**config.mk**
```make
export PLATFORM = sky130hd
export DESIGN_NAME = irq_pending_ctrl
export DESIGN_NICKNAME = d
export VERILOG_FILES = /design/src/rtl/irq_pkg.sv /design/src/rtl/irq_edge_det.sv /design/src/rtl/irq_pending_ctrl.sv
export SDC_FILE = /design/constraint.sdc
export NUM_CORES = 1
export LEC_CHECK = 0
export ABC_CLOCK_PERIOD_IN_PS = 2000
export CELL_PAD_IN_SITES_DETAIL_PLACEMENT = 0
export CELL_PAD_IN_SITES_GLOBAL_PLACEMENT = 2
export CORE_MARGIN = 3
export CORE_UTILIZATION = 21
export DETAILED_ROUTE_END_ITERATION = 16
export HOLD_SLACK_MARGIN = 0.03
export MAX_ROUTING_LAYER = met4
export PLACE_DENSITY_LB_ADDON = 0.3
export SETUP_SLACK_MARGIN = 0.3
export SLEW_MARGIN = 20
export SYNTH_ARGS = -nofsm -noshare
export SYNTH_HDL_FRONTEND = slang
export SYNTH_SLANG_ARGS = --single-unit
```
**constraint.sdc**
```tcl
create_clock -name clk -period 2 [get_ports clk]
set_input_delay 0.6 -clock clk [delete_from_list [all_inputs] [get_ports clk]]
set_output_delay 0.6 -clock clk [all_outputs]
set_load 0.01 [all_outputs]
```
**src/rtl/irq_pkg.sv**
```systemverilog
// rtl/irq_pkg.sv - shared constants and types for the interrupt pending controller
package irq_pkg;

    localparam int N_SRC = 16;
    localparam int IDX_W = $clog2(N_SRC);

    typedef enum logic {
        IDLE  = 1'b0,
        VALID = 1'b1
    } irq_state_t;

    typedef logic [N_SRC-1:0] irq_vec_t;

endpackage

```
**src/rtl/irq_edge_det.sv**
```systemverilog
// rtl/irq_edge_det.sv - rising-edge detector for the request lines
module irq_edge_det
    import irq_pkg::*;
(
    input  logic     clk,
    input  irq_vec_t irq_in,
    output irq_vec_t rise
);

    irq_vec_t irq_d;

    // Loaded unconditionally, reset included, so a line held high through reset never fires.
    always_ff @(posedge clk) begin
        irq_d <= irq_in;
    end

    assign rise = irq_in & ~irq_d;

endmodule

```
**src/rtl/irq_pending_ctrl.sv**
```systemverilog
// rtl/irq_pending_ctrl.sv - pending register and handshake front end for an external 16-4 encoder
module irq_pending_ctrl
    import irq_pkg::*;
(
    input  logic             clk,
    input  logic             rst,
    input  logic [N_SRC-1:0] irq_in,
    input  logic [N_SRC-1:0] irq_mask,
    output logic [N_SRC-1:0] enc_a,
    output logic             enc_ei,
    input  logic [IDX_W-1:0] enc_l,
    input  logic             enc_gs,
    input  logic             enc_eo,
    output logic             out_valid,
    input  logic             out_ready,
    output logic [IDX_W-1:0] out_idx,
    output logic [N_SRC-1:0] pending,
    output logic             enc_err
);

    irq_state_t       state, state_nxt;
    irq_vec_t         rise;
    irq_vec_t         clr;
    irq_vec_t         pending_nxt;
    logic             out_valid_nxt;
    logic [IDX_W-1:0] out_idx_nxt;
    logic             enc_err_nxt;

    irq_edge_det u_edge_det (
        .clk    (clk),
        .irq_in (irq_in),
        .rise   (rise)
    );

    assign enc_a  = pending & ~irq_mask;
    assign enc_ei = (state == IDLE);

    always_comb begin
        state_nxt     = state;
        out_valid_nxt = out_valid;
        out_idx_nxt   = out_idx;
        enc_err_nxt   = enc_err;
        clr           = '0;
        case (state)
            IDLE: begin
                if ((enc_gs == enc_eo) || (enc_gs && !enc_a[enc_l])) begin
                    enc_err_nxt = 1'b1;
                end
                if (enc_gs) begin
                    out_idx_nxt   = enc_l;
                    out_valid_nxt = 1'b1;
                    state_nxt     = VALID;
                end
            end
            VALID: begin
                if (out_ready) begin
                    clr[out_idx]  = 1'b1;
                    out_valid_nxt = 1'b0;
                    state_nxt     = IDLE;
                end
            end
            default: state_nxt = IDLE;
        endcase
        // A rise on the bit being cleared wins, so the new request survives.
        pending_nxt = (pending & ~clr) | rise;
    end

    always_ff @(posedge clk) begin
        if (rst) begin
            state     <= IDLE;
            pending   <= '0;
            out_valid <= 1'b0;
            out_idx   <= '0;
            enc_err   <= 1'b0;
        end else begin
            state     <= state_nxt;
            pending   <= pending_nxt;
            out_valid <= out_valid_nxt;
            out_idx   <= out_idx_nxt;
            enc_err   <= enc_err_nxt;
        end
    end

endmodule

```
---- Word-level counts from Yosys, hierarchy flattened ----
Index checks and enable logic that the tools add are counted.
word-level totals
  bits in read-only memories .............. 0
  bits in registers ....................... 39
  bits in latches ......................... 0
  memories ................................ 0
  RAM bits ................................ 0
  output and inout port bits .............. 39
operators by class
  mux-type cells .......................... 12
  div/mod/pow operators ................... 0
  $lt $le $gt $ge ......................... 3
  multipliers ............................. 0
  equality and inequality tests ........... 3
  bitwise logic cells ..................... 8
  shift-type cells ........................ 0
  reductions and logical operators ........ 7
  add/sub/neg operators ................... 0
operators by type and width
  kind                                                                     number
  16-bit AND                                                               3
  16-bit NOT                                                               3
  16-bit 2-to-1 mux                                                        2
  16-bit OR                                                                1
  4-bit by 5-bit < comparator with 1-bit output, second input constant     2
  1-bit 2-to-1 mux                                                         6
  2-bit AND reduction                                                      3
  1-bit binary-select mux with 4-bit select                                1
  1-bit demux with 4-bit select                                            1
  4-bit by 1-bit >= comparator with 1-bit output, second input constant    1
  1-bit case mux with 2 select lines                                       2
  1-bit logical AND                                                        2
  2-bit by 1-bit inequality test with 1-bit output, second input constant  1
  2-bit inequality test, second input constant                             1
  1-bit equality test                                                      1
  1-bit logical NOT                                                        1
  1-bit logical OR                                                         1
  1-bit NOT                                                                1

---- Depth between registers and ports, before layout ----
  depth in word-level cells ............... 9
  gate-level depth with buffers ........... 6
  gate-level depth less buffers ........... 5

---- Cells and area by module ----
A second synthesis with hierarchy kept.
second synthesis, totals
  cells, all modules ...................... 163
  area total of the unflattened synthesis .. 1,656.6 sq um
by module, submodules not included
  module            area each (sq um)  times used  cells an instance  seq. area each (sq um)
  irq_pending_ctrl  1,116.1            1           131                460.4
  irq_edge_det      540.5              1           32                 320.3

---- Worst setup path before layout ----
Ideal clock, no wire load.
  path type ............................... input-to-reg
  start ................................... input enc_l[0]
  end ..................................... register enc_err
  library setup time ...................... 0.086 ns
  arrival time ............................ 1.622 ns
  path buffers ............................ 1
  stages on the path ...................... 5
  setup slack ............................. 0.292 ns
  cell sequence ........................... buf_6 mux4_1 mux2i_1 a21oi_1 a211oi_1
on the way
  cells in the longest elaborated chain, start to end .. 6
RTL lines
  element                                    RTL line                RTL
  start: declaration                         irq_pending_ctrl.sv:11  input logic [IDX_W-1:0] enc_l,
  1-bit binary-select mux with 4-bit select  irq_pending_ctrl.sv:46  if ((enc_gs == enc_eo) || (enc_gs && !enc_a[enc_l])) begin
  1-bit 2-to-1 mux (not written as such)     irq_pending_ctrl.sv:46
  1-bit logical NOT                          irq_pending_ctrl.sv:46
  1-bit logical AND                          irq_pending_ctrl.sv:46
  1-bit logical OR                           irq_pending_ctrl.sv:46
  2-bit AND reduction (no line)              n/a
  end signal: assignment                     irq_pending_ctrl.sv:80  enc_err <= enc_err_nxt;
  end: declaration                           irq_pending_ctrl.sv:18  output logic enc_err
No other way between the ends. The select of a mux whose other input is x is not followed.
A chain may end at the register's enable or synchronous reset.

---- Worst setup path after layout ----
  start ................................... input irq_mask[6]
  end ..................................... output enc_a[6]
on the way
  cells in the longest elaborated chain, start to end .. 2
RTL lines
  element             RTL line                RTL
  start: declaration  irq_pending_ctrl.sv:8   input logic [N_SRC-1:0] irq_mask,
  16-bit NOT          irq_pending_ctrl.sv:35  assign enc_a = pending & ~irq_mask;
  16-bit AND          irq_pending_ctrl.sv:35
  end: declaration    irq_pending_ctrl.sv:9   output logic [N_SRC-1:0] enc_a,
No other way between the ends.

==> results.txt <==
Counting every net in the synthesized netlist gives 189. Timing analysis after detailed placement gives a worst setup slack of -0.395 ns. The maximum vdd drop was 0.000340 V; the number of cell instances on the worst register-to-register path was 6. In this run the static leakage power is 1.16 nW. For the final-stage net count, the log shows 297. Once the floorplan was initialized, standard cells occupied 22.4% of the core. After detailed routing, the average wire length per cell comes to 13.7 um. Setup repair after global routing could not meet its margin everywhere. The first detailed-routing pass took 4 iterations.

The synthesized area per cell came out at 9.93 um2. Global routing used 12.8% of the available tracks. The first global-routing pass estimated 7.26 mm of wire. TritonCTS built the clock tree. The beginning of the worst register-to-register path is pending[5]$_SDFF_PP0_. STA classifies the critical path endpoint as a primary output. The final worst-path cycle share came out at 83.6%. The share of synthesized area spent on multiplexers was 9.53%.

Setup total negative slack on the finished layout was measured at 0 ns. The run gives 0.00250 mm2 as the placed cell area. The slowest stage of the critical path is the sky130_fd_sc_hd__clkdlybuf4s15_1 cell.

Clock tree synthesis found a total of 39 sinks. The run gives 23 as the number of distinct library cells after synthesis. The root buffer cell is sky130_fd_sc_hd__clkbuf_8.

Pin placement for this block handled 80 I/O pins. The number of antenna violations at the first check in global routing was 0; the flop and latch count out of synthesis was 39. The setup check on the worst reg-to-reg path leaves a slack of 0.39 ns. Sorting the synthesized cells by area gives the leading types as sky130_fd_sc_hd__dfxtp_1, sky130_fd_sc_hd__nand2b_1, sky130_fd_sc_hd__nor2b_1, sky130_fd_sc_hd__a21oi_1, sky130_fd_sc_hd__o21ai_0.

The critical path goes through clkdlybuf4s15_1 > nor2b_2 > buf_2. The worst stage delay on the critical path is 0.17 ns, and the required time at the worst-slack endpoint is 1.40 ns. Across the run, the number of max-cap violations was 0. The startpoint identified for the worst hold timing path is u_edge_det.irq_d[2]$_DFF_P_. The number of warnings issued by yosys was 0; the final max-slew violation count was 0.

The area of the mapped netlist was 0.00147 mm2; the number of placement rows was 29. Using the TritonRoute via totals, the vias-per-cell ratio works out to 4.04. Of the total synthesized cell area, the portion taken by full adders, half adders and majority gates is 0%.

Classification of the worst-slack hold path: reg -> reg. Setup violations remaining at the end of the flow were counted as 0. The maximum number of pins on one net before global-route repair is 24.

Between clock sinks in the finished design, the worst skew comes to 0.00867 ns. The worst hold endpoint was pending[2]$_SDFF_PP0_. For this run the aggregate overflow at the end of global routing stands at 0. Once layout is complete, the utilization of the core stands at 39.5%. The final critical path time including I/O delays and setup came out at 1.67 ns. The worst register-to-register path ends at enc_err$_SDFFE_PP0P_. The die covers 0.00804 mm2. Compared with the post-synthesis result, the final layout area differs by 76.4%. The fraction of the mapped netlist area in compound gates works out to 13.4%. The first routing iteration left 31 violations. The floorplan step set the die width to 89.7 um. The number of DRC violations after detailed routing is 0. The clock slew at the register clock pins of the worst setup and hold paths is 0.08 ns.

Fraction of the yosys area taken by sequential cells: 53.1%. Buffers inserted to repair hold after CTS numbered 0. The total area inside the core boundary comes to 0.00657 mm2. The highest achievable clock rate was 598 MHz; the area fraction of the dominant cell type after synthesis was 53.1%.

The number of antenna diodes in the final layout is 0. For the worst-skew pair, the clock arrives at the later sink with an insertion delay of 0.29 ns. The logs give 1418 for the number of global-route vias before repair and 1.07 ns for the data arrival time at the worst-slack endpoint. For the pin with the worst max-slew slack, the measured transition is 0.359 ns. The detailed router placed 1413 vias in this run. The final HPWL from detailed placement was 3.61 mm. After synthesis, the largest family of logic cells by area is simple AND/OR/NAND/NOR gates. Summing the areas of all and, or, nand and nor instances in the mapped netlist gives 21.7% of the synthesized area. Across all setup checks in the final design, the least slack found is 0.327 ns.

Sort of element at the start of the critical path: an input port. The number of clock buffers added by TritonCTS is 5. Summed over all layers, the routed wires come to 4.79 mm. The clock tree synthesis step divided the H-tree into 2 levels.

The flow ran to the end, and the final reports show no timing, DRC or antenna violations. The critical path class is in -> out. The layout cell share with drive strength beyond 1 was 31.5%. Ratio of total power to cell area: 678 mW/mm2. The longest clock path from root to sink contains 2 buffers. The number of hold violations in the final report is 0, and the cell depth of the worst hold path is 2. The cell area after layout is 0.00259 mm2. The synthesized design spends more area on one cell type than any other, namely sky130_fd_sc_hd__dfxtp_1.

The die height was 89.7 um. Post-route antenna net violation count: 0. Synthesis handed over a netlist of 148 instances. Of the total synthesized cell area, the portion taken by XOR and XNOR cells is 0%.

The final estimated routing congestion in global placement was 0.698; the maximum fanout along the worst path was 2. Measured against its own limit, the worst slew margin works out to 76.0%. Summing internal, switching and leakage power gives 0.00176 W. Port buffering added 79 buffers.
## flip-flops by register name (all words and copies together), names as in the netlist
register and count:
out_valid 1, u_edge_det.irq_d 16, enc_err 1, pending 16, state 1, out_idx 4
## layer usage
metal | up-vias | wire length (um) | GRT usage, %
met4 | 0 | 44 | 4.47
met3 | 5 | 228 | 3.28
met5 | - | 0 | -
li1 | 729 | - | -
met1 | 638 | 2200 | 16.4
met2 | 41 | 2320 | 19.4
## worst max-delay path, delay by kind of cell
kind	cells	cell delay [ns]
and+or+nand+nor	1	0.15
buffers and inverters	2	0.32
## cell usage after synthesis
cell / instances
sky130_fd_sc_hd__nor3_1: 1
sky130_fd_sc_hd__o21ai_0: 17
sky130_fd_sc_hd__mux2i_1: 5
sky130_fd_sc_hd__nand4_1: 1
sky130_fd_sc_hd__or3_1: 1
sky130_fd_sc_hd__a21oi_1: 19
sky130_fd_sc_hd__a2111oi_0: 1
sky130_fd_sc_hd__nor4_1: 1
sky130_fd_sc_hd__nand4b_1: 1
sky130_fd_sc_hd__or2_2: 1
sky130_fd_sc_hd__clkbuf_1: 3
sky130_fd_sc_hd__inv_1: 3
sky130_fd_sc_hd__dfxtp_1: 39
sky130_fd_sc_hd__nand2b_1: 19
sky130_fd_sc_hd__mux4_1: 3
sky130_fd_sc_hd__and3b_1: 1
sky130_fd_sc_hd__nor2_1: 9
sky130_fd_sc_hd__nor3b_1: 1
sky130_fd_sc_hd__nor2b_1: 16
sky130_fd_sc_hd__nand2_1: 3
sky130_fd_sc_hd__a211oi_1: 1
sky130_fd_sc_hd__buf_6: 1
sky130_fd_sc_hd__mux2_2: 1
## worst max-delay path by stage
stage | depth (start not counted) | slack [ns] | endpoint | from
final | 3 | 0.33 | enc_a[6] | irq_mask[6]
after global routing | 7 | 0.29 | enc_err$_SDFFE_PP0P_ | irq_mask[9]
after CTS | 3 | 0.26 | enc_a[6] | irq_mask[6]
after detailed placement | 3 | -0.40 | enc_a[6] | irq_mask[6]
after global placement | 3 | -0.39 | enc_a[9] | irq_mask[9]
after floorplan | 5 | 0.32 | enc_err$_SDFFE_PP0P_ | enc_l[0]
## cells in the final DEF, fill, tap and decap left out
| cell type | synthesis | layout |
|---|---|---|
| sky130_fd_sc_hd__clkbuf_8 | 0 | 7 |
| sky130_fd_sc_hd__mux2_2 | 1 | 1 |
| sky130_fd_sc_hd__mux2i_2 | 0 | 1 |
| sky130_fd_sc_hd__a21oi_2 | 0 | 1 |
| sky130_fd_sc_hd__a21oi_1 | 19 | 18 |
| sky130_fd_sc_hd__a2111oi_4 | 0 | 1 |
| sky130_fd_sc_hd__dfxtp_2 | 0 | 5 |
| sky130_fd_sc_hd__nor4_1 | 1 | 1 |
| sky130_fd_sc_hd__nand4b_1 | 1 | 1 |
| sky130_fd_sc_hd__o21ai_1 | 0 | 2 |
| sky130_fd_sc_hd__mux4_2 | 0 | 3 |
| sky130_fd_sc_hd__buf_4 | 0 | 25 |
| sky130_fd_sc_hd__nand2_1 | 3 | 2 |
| sky130_fd_sc_hd__nand4_1 | 1 | 1 |
| sky130_fd_sc_hd__nor2_1 | 9 | 9 |
| sky130_fd_sc_hd__clkbuf_2 | 0 | 3 |
| sky130_fd_sc_hd__nand2b_1 | 19 | 19 |
| sky130_fd_sc_hd__nor2b_2 | 0 | 13 |
| sky130_fd_sc_hd__inv_1 | 3 | 3 |
| sky130_fd_sc_hd__clkbuf_1 | 3 | 1 |
| sky130_fd_sc_hd__and3b_1 | 1 | 1 |
| sky130_fd_sc_hd__or3_4 | 0 | 1 |
| sky130_fd_sc_hd__dlygate4sd2_1 | 0 | 25 |
| sky130_fd_sc_hd__clkdlybuf4s50_1 | 0 | 21 |
| sky130_fd_sc_hd__buf_6 | 1 | 1 |
| sky130_fd_sc_hd__mux2i_1 | 5 | 4 |
| sky130_fd_sc_hd__buf_2 | 0 | 16 |
| sky130_fd_sc_hd__nand2_2 | 0 | 1 |
| sky130_fd_sc_hd__a211oi_1 | 1 | 1 |
| sky130_fd_sc_hd__nor2b_1 | 16 | 3 |
| sky130_fd_sc_hd__or2_2 | 1 | 1 |
| sky130_fd_sc_hd__nor3_2 | 0 | 1 |
| sky130_fd_sc_hd__dfxtp_1 | 39 | 34 |
| sky130_fd_sc_hd__o21ai_0 | 17 | 15 |
| sky130_fd_sc_hd__nor3b_1 | 1 | 1 |
| sky130_fd_sc_hd__clkdlybuf4s15_1 | 0 | 14 |
## where the power goes
| group | total, W | leakage [nW] | internal (W) | switching [W] |
|---|---|---|---|---|
| clock | 0.000585 | 0.0515 | 0.000315 | 0.000270 |
| combinational | 0.000316 | 0.776 | 0.000185 | 0.000131 |
| sequential | 0.000857 | 0.327 | 0.000828 | 0.0000299 |
| total | 0.00176 | 1.16 | 0.00133 | 0.000431 |
## logic make-up (layout without fill, tap and decap cells)
| kind of cell | count (synthesis) | after routing |
|---|---|---|
| flops | 39 | 39 |
| buf+inv | 7 | 116 |
| mux | 9 | 9 |
| compound gates | 38 | 38 |
| simple gates | 55 | 55 |
## metrics by stage
| stage | cells | hold WS, ns |
|---|---|---|
| 2_1_floorplan | 148 | 0.456 |
| 3_3_place_gp | 335 | 0.468 |
| 3_5_place_dp | 335 | 0.472 |
| 4_1_cts | 348 | 0.475 |
| 5_1_grt | 350 | 0.495 |
| 6_report | 350 | 0.471 |
## repair_timing
item                       4_1_cts  5_1_grt
setup buffers                    5        2
pin swaps                        2        2
setup endpoints to repair       45       12
gates resized for setup        143       15
## cell type report
cell class                      count  area [um2]
Inverter                            3        11.3
Clock buffer                        8         100
Tap cell                           93         116
Multi-Input combinational cell    102         716
Fill cell                         707        3970
Sequential cell                    39         787
Timing Repair Buffer              105         863
Power figures use the tool's default switching activity.
